$ cat config.mk
export PLATFORM = sky130hd
export DESIGN_NAME = neuron_seq_flat
export DESIGN_NICKNAME = d
export VERILOG_FILES = /design/src/rtl/neuron_pkg.sv /design/src/rtl/neuron_if.sv /design/src/rtl/neuron_mac.sv /design/src/rtl/neuron_seq.sv /design/src/flat_wrapper.sv
export SDC_FILE = /design/constraint.sdc
export NUM_CORES = 1
export LEC_CHECK = 0
export CORE_ASPECT_RATIO = 0.8
export CORE_UTILIZATION = 56
export CTS_BUF_LIST = sky130_fd_sc_hd__clkbuf_8 sky130_fd_sc_hd__clkbuf_16
export CTS_CLUSTER_SIZE = 28
export DETAILED_ROUTE_END_ITERATION = 10
export PLACE_DENSITY = 0.88
export SETUP_SLACK_MARGIN = 0.2
export SYNTH_ARGS = -nofsm -noshare
export SYNTH_HDL_FRONTEND = slang
export SYNTH_SLANG_ARGS = --single-unit
$ cat constraint.sdc
create_clock -name clk -period 4.86 [get_ports clk]
set_input_delay 0.486 -clock clk [delete_from_list [all_inputs] [get_ports clk]]
set_output_delay 0.486 -clock clk [all_outputs]
set_load 0.005 [all_outputs]
$ cat src/rtl/neuron_pkg.sv
// neuron_pkg: shared width defaults, Q8.8 fraction width and FSM state type for the neuron sequencer
package neuron_pkg;
    localparam int DATA_W_DEF = 16;
    localparam int ADDR_W_DEF = 16;
    localparam int ACC_W_DEF  = 40;
    localparam int FRAC_W     = 8;
    typedef enum logic [1:0] {IDLE, WAIT, MAC, DONE} state_t;
endpackage

$ cat src/rtl/neuron_if.sv
// neuron_if: control, weight-ROM, input-stream and result signals of one neuron sequencer
interface neuron_if import neuron_pkg::*; #(
    parameter int DATA_W = DATA_W_DEF,
    parameter int ADDR_W = ADDR_W_DEF
);
    logic              start;
    logic              busy;
    logic [ADDR_W-1:0] rom_addr;
    logic [DATA_W-1:0] rom_dout;
    logic [DATA_W-1:0] x_data;
    logic              x_valid;
    logic              x_ready;
    logic [DATA_W-1:0] y_data;
    logic              y_fire;
    logic              y_valid;
    logic              y_ready;
    modport master (
        output start, rom_dout, x_data, x_valid, y_ready,
        input  busy, rom_addr, x_ready, y_data, y_fire, y_valid
    );
    modport slave (
        input  start, rom_dout, x_data, x_valid, y_ready,
        output busy, rom_addr, x_ready, y_data, y_fire, y_valid
    );
endinterface

$ cat src/rtl/neuron_mac.sv
// neuron_mac: signed Q8.8 multiply-accumulate with Q8.8 readout; define NEURON_SAT_EN for a saturating readout, otherwise it wraps
module neuron_mac import neuron_pkg::*; #(
    parameter int DATA_W = DATA_W_DEF,
    parameter int ACC_W  = ACC_W_DEF
) (
    input  logic                     clk,
    input  logic                     rst,
    input  logic                     clr,
    input  logic                     en,
    input  logic signed [DATA_W-1:0] a,
    input  logic signed [DATA_W-1:0] b,
    output logic        [DATA_W-1:0] y,
    output logic                     fire
);
    logic signed [2*DATA_W-1:0] prod;
    logic signed [ACC_W-1:0]    acc;
    assign prod = a * b;
    // accumulator: cleared when an evaluation starts, one sign-extended product added per accepted input
    always_ff @(posedge clk or posedge rst) begin
        if (rst) acc <= '0;
        else if (clr) acc <= '0;
        else if (en) acc <= acc + ACC_W'(prod);
    end
`ifdef NEURON_SAT_EN
    localparam logic signed [ACC_W-1:0] HI = {{(ACC_W-DATA_W+1){1'b0}}, {(DATA_W-1){1'b1}}};
    localparam logic signed [ACC_W-1:0] LO = {{(ACC_W-DATA_W+1){1'b1}}, {(DATA_W-1){1'b0}}};
    logic signed [ACC_W-1:0] sh;
    assign sh = acc >>> FRAC_W;
    assign y  = sh > HI ? {1'b0, {(DATA_W-1){1'b1}}} :
                sh < LO ? {1'b1, {(DATA_W-1){1'b0}}} : sh[DATA_W-1:0];
`else
    assign y  = DATA_W'(acc >>> FRAC_W);
`endif
    assign fire = !y[DATA_W-1] && (|y);
endmodule

$ cat src/rtl/neuron_seq.sv
// neuron_seq: per input, fetch weight k from the ROM, wait its read cycle, accept input k and accumulate; then hold the result until acknowledged
module neuron_seq import neuron_pkg::*; #(
    parameter int DATA_W   = DATA_W_DEF,
    parameter int ADDR_W   = ADDR_W_DEF,
    parameter int N_INPUTS = 10,
    parameter int ACC_W    = ACC_W_DEF
) (
    input logic     clk,
    input logic     rst,
    neuron_if.slave bus
);
    state_t            state, state_d;
    logic [ADDR_W-1:0] idx, idx_d, addr, addr_d;
    logic              clr, en, last;
    assign last = idx == ADDR_W'(N_INPUTS);
    // state, input index and registered ROM address
    always_ff @(posedge clk or posedge rst) begin
        if (rst) begin
            state <= IDLE;
            idx   <= '0;
            addr  <= '0;
        end else begin
            state <= state_d;
            idx   <= idx_d;
            addr  <= addr_d;
        end
    end
    // next state, index/address advance and accumulator clear/enable
    always_comb begin
        state_d = state;
        idx_d   = idx;
        addr_d  = addr;
        clr     = 1'b0;
        en      = 1'b0;
        case (state)
            IDLE: if (bus.start) begin
                clr     = 1'b1;
                idx_d   = ADDR_W'(1);
                addr_d  = ADDR_W'(1);
                state_d = WAIT;
            end
            WAIT: state_d = MAC;
            MAC: if (bus.x_valid) begin
                en      = 1'b1;
                idx_d   = last ? idx : idx + ADDR_W'(1);
                addr_d  = last ? addr : idx + ADDR_W'(1);
                state_d = last ? DONE : WAIT;
            end
            default: if (bus.y_ready) state_d = IDLE;
        endcase
    end
    assign bus.busy     = state != IDLE;
    assign bus.x_ready  = state == MAC;
    assign bus.y_valid  = state == DONE;
    assign bus.rom_addr = addr;
    neuron_mac #(.DATA_W(DATA_W), .ACC_W(ACC_W)) u_mac (
        .clk  (clk),
        .rst  (rst),
        .clr  (clr),
        .en   (en),
        .a    (bus.x_data),
        .b    (bus.rom_dout),
        .y    (bus.y_data),
        .fire (bus.y_fire)
    );
endmodule
$ cat src/flat_wrapper.sv
// flat-port wrapper written by rule: the top's interface ports become plain ports
module neuron_seq_flat import neuron_pkg::*;
#(
    parameter int DATA_W   = DATA_W_DEF,
    parameter int ADDR_W   = ADDR_W_DEF,
    parameter int N_INPUTS = 10,
    parameter int ACC_W    = ACC_W_DEF
)
  (clk, rst, bus_start, bus_rom_dout, bus_x_data, bus_x_valid, bus_y_ready, bus_busy, bus_rom_addr, bus_x_ready, bus_y_data, bus_y_fire, bus_y_valid);
  neuron_if #(.DATA_W(DATA_W), .ADDR_W(ADDR_W)) bus_i ();
  input logic clk;
  input logic rst;
  input wire logic [$bits(bus_i.start)-1:0] bus_start;
  input wire logic [$bits(bus_i.rom_dout)-1:0] bus_rom_dout;
  input wire logic [$bits(bus_i.x_data)-1:0] bus_x_data;
  input wire logic [$bits(bus_i.x_valid)-1:0] bus_x_valid;
  input wire logic [$bits(bus_i.y_ready)-1:0] bus_y_ready;
  output wire logic [$bits(bus_i.busy)-1:0] bus_busy;
  output wire logic [$bits(bus_i.rom_addr)-1:0] bus_rom_addr;
  output wire logic [$bits(bus_i.x_ready)-1:0] bus_x_ready;
  output wire logic [$bits(bus_i.y_data)-1:0] bus_y_data;
  output wire logic [$bits(bus_i.y_fire)-1:0] bus_y_fire;
  output wire logic [$bits(bus_i.y_valid)-1:0] bus_y_valid;
  assign bus_i.start = bus_start;
  assign bus_i.rom_dout = bus_rom_dout;
  assign bus_i.x_data = bus_x_data;
  assign bus_i.x_valid = bus_x_valid;
  assign bus_i.y_ready = bus_y_ready;
  assign bus_busy = bus_i.busy;
  assign bus_rom_addr = bus_i.rom_addr;
  assign bus_x_ready = bus_i.x_ready;
  assign bus_y_data = bus_i.y_data;
  assign bus_y_fire = bus_i.y_fire;
  assign bus_y_valid = bus_i.y_valid;
  neuron_seq #(.DATA_W(DATA_W), .ADDR_W(ADDR_W), .N_INPUTS(N_INPUTS), .ACC_W(ACC_W)) u_core (.clk(clk), .rst(rst), .bus(bus_i));
endmodule
==> results.txt <==
----------------------------------------------------
[Global route]
  Overall track demand over capacity in global routing ... 0.375
  Number of global-route vias before repair ... 10483
  Congestion Overflow GR ... 0
  Antenna violations before repair ... 1
  Wire length of the first global-routing pass ... 55500 um
  Pin count of the biggest net entering global routing ... between 40 and 50

[Logic synthesis]
  Count of cell types in the netlist ... between 50 and 60
  Flip-flop cell with the highest count after synthesis ... dfrtp_1
  Post-Syn Nets ... 1523
  Netlist area before placement ... 0.0106 mm^2
  Total of flip-flops plus latches after synthesis ... 42
  Avg Cell Area, Syn ... ~8.9 um^2
  Async S/R FF share, synth ... 1.00
  Share of synthesized area occupied by flip-flops and latches ... 0.0995
  Warning count from the yosys run ... 0
  Count of mapped cells out of synthesis ... 1191
  Number of enable flip-flop cells after synthesis ... 0

[STA]
  Final-report max-slew violation count ... 0
  Setup repair after global routing missed its margin ... true
  Achievable Freq ... 170 MHz
  Final count of hold timing violations ... 0
  Final period util ... 1.21
  Relative slew slack ... 0.421
  PnR worst setup slack ... -1.01 ns
  Minimum clock period after layout ... 5.87 ns
  Aggregate negative setup slack ... -11.53 ns
  Setup violators final ... 16
  Measured slew at the worst slew-check pin ... 0.865 ns
  Clock Skew ... between 0.01 and 0.015 ns

[Layout]
  Top library cells by usage in the layout, fill and taps aside ... inv_1 (281), fa_1 (194), buf_4 (143)
  Total Nets Final ... 1745
  Layout overhead on the synthesized area ... 29.9%
  Fraction of final layout cells sized beyond drive strength 1 ... 0.268
  Leading cell type in the layout, fill and taps excluded ... inv_1

[Floorplanning]
  Width of the die ... 156 um
  Die footprint ... 0.0194 mm^2
  Die span in y ... 125 um
  I/O pin cnt ... 73
  Core area ... 0.0183 mm^2
  Number of rows in the core area ... 44
  Starting density of the core ... 0.578

[Placement]
  Port bufs ... 72
  RD Place Congestion ... around 0.9
  Placed wire-length estimate ... 24200 um

[Routing]
  Antenna Nets Post-Route ... 0
  Via-per-instance ratio ... 5.90
  Initial DRC count ... between 1000 and 1500
  Via count ... 9834
  First-pass DRT Iterations ... 7
  Wire per inst ... 22.4 um
  Post-Route WL ... 37300 um
  DR DRC count ... 0

[Min path]
  Path class of the lowest-slack min-delay path ... reg -> reg
  Endpoint of the worst hold-timing path ... u_core.u_mac.acc[1]
  Worst Min Path Start ... u_core.u_mac.acc[1]
  Cell count of the worst hold path ... 1

[Setup path]
  Reg-to-reg endpoint ... u_core.u_mac.acc[19]
  Peak fanout along the critical path ... 5
  Arrival time of data at the critical path endpoint ... 6.02 ns
  Endpoint kind of the worst setup timing path ... register
  Startpoint of the worst register-to-register path ... u_core.u_mac.acc[3]
  Element type at the critical path start ... input pin
  Required time at the worst-slack endpoint ... 5.01 ns
  Classification of the worst setup path ... in -> reg
  Count of cells along the worst register-to-register path ... 21
  Worst reg2reg setup slack ... -0.19 ns

[Clocking]
  TritonCTS buffer count ... 5
  CTS Root Buffer Type ... clkbuf_16
  Total number of clock tree sinks ... 42
  CTS H-Tree Depth ... 2
  Maximum root-to-sink buffer count ... 2
  Clock transition at path regs ... 0.07 ns
  Clk Latency, worst-skew pair ... 0.29 ns
  TritonCTS clock tree ... yes

[Status]
  Outcome ... complete, but fails checks
  Failing checks ... negative setup slack

[Run]
  Maximum capacitance violations ... 0

----------------------------------------------------
-- synthesized netlist by cell type (5+ instances only) --
| cell | n | area, um^2 |
|---|---|---|
| ha_1 | 86 | 1080 |
| nand2b_1 | 6 | 37.5 |
| nand3_1 | 6 | 30.0 |
| or3_1 | 6 | 37.5 |
| nor4_1 | 5 | 31.3 |
| a21oi_1 | 17 | 85.1 |
| inv_1 | 319 | 1200 |
| xor2_1 | 20 | 175 |
| clkbuf_1 | 33 | 124 |
| nor2_1 | 35 | 131 |
| nand2_1 | 128 | 480 |
| a21o_1 | 7 | 52.6 |
| nor3_1 | 6 | 30.0 |
| o21ai_0 | 25 | 125 |
| buf_4 | 17 | 128 |
| a22o_1 | 5 | 43.8 |
| xnor2_1 | 29 | 254 |
| and2_1 | 129 | 807 |
| dfrtp_1 | 42 | 1050 |
| fa_1 | 209 | 4180 |
| o21ai_1 | 6 | 30.0 |
-- layer usage --
layer,wire (um),GRT usage,part of all wire,vias up
li1,-,-,-,3909
met1,12600,0.458,0.34,4721
met2,16600,0.596,0.45,893
met3,5080,0.110,0.14,311
met4,3020,0.205,0.081,0
met5,0,0,0,-
-- state kept, by name, summed over array words and instances (netlist names) --
signal,count
u_core.u_mac.acc,24
u_core.state,2
u_core.bus.rom_addr,16
-- repair_timing --
action,in CTS,in global routing
endpoints found under the setup margin,17,17
resized for setup,230,55
buffers inserted,42,14
gates cloned,4,0
hold buffers,0,0
pin swaps,99,73
-- how the worst max path moves through the flow --
stage | from | depth (start not counted) | endpoint
2_1_floorplan | bus_x_data[12] | 19 | u_core.u_mac.acc[20]
3_3_place_gp | bus_x_data[10] | 22 | u_core.u_mac.acc[23]
3_5_place_dp | bus_rom_dout[6] | 22 | u_core.u_mac.acc[16]
4_1_cts | bus_x_data[2] | 19 | u_core.u_mac.acc[20]
5_1_grt | bus_rom_dout[5] | 23 | u_core.u_mac.acc[23]
6_report | bus_rom_dout[1] | 22 | u_core.u_mac.acc[23]
-- critical path: stages --
cell	delay, ns
buf_2	0.14
bufbuf_16	0.28
and2_1	0.19
fa_1	0.55
inv_2	0.05
fa_2	0.45
fa_2	0.59
inv_2	0.05
fa_2	0.48
fa_1	0.50
inv_2	0.04
fa_1	0.54
inv_2	0.06
ha_4	0.27
and3_4	0.18
and4_4	0.23
o311ai_4	0.13
a21oi_2	0.25
nor2_1	0.09
a21oi_2	0.18
xnor2_1	0.16
o21ai_1	0.09
-- per-stage QoR --
stage | util | hold slack [ns] | worst slack [ns] | instance area [um^2] | cells
floorplan | - | 0.456 | -0.605 | 10900 | 1191
global placement | 0.690 | 0.498 | -1.34 | 12600 | 1599
detailed placement | 0.690 | 0.504 | -1.50 | 12600 | 1599
CTS | 0.738 | 0.522 | -0.774 | 13500 | 1653
global route | 0.750 | 0.584 | -1.03 | 13700 | 1668
finish | 0.750 | 0.558 | -1.01 | 13700 | 1668
-- final cells by class --
type | instances | area (um^2)
clock buffer | 6 | 139
fill | 1052 | 4560
timing repair buffer | 270 | 2450
sequential | 42 | 1050
inverter | 319 | 1200
multi-input combinational | 775 | 8540
clock inverter | 2 | 8.76
antenna | 1 | 2.50
tap | 253 | 317
-- cell families after synthesis --
kind of cell	synth area share
buffers and inverters	0.140
muxes	0.00201
DFF	0.0995
adders and majority gates	0.498
and+or+nand+nor	0.167
AOI/OAI and AO/OA	0.0531
xor gates and xnor gates	0.0406
Power is left out: the tool's default activity adds up to more than one toggle a clock period on the data nets, which glitch-free logic cannot reach.
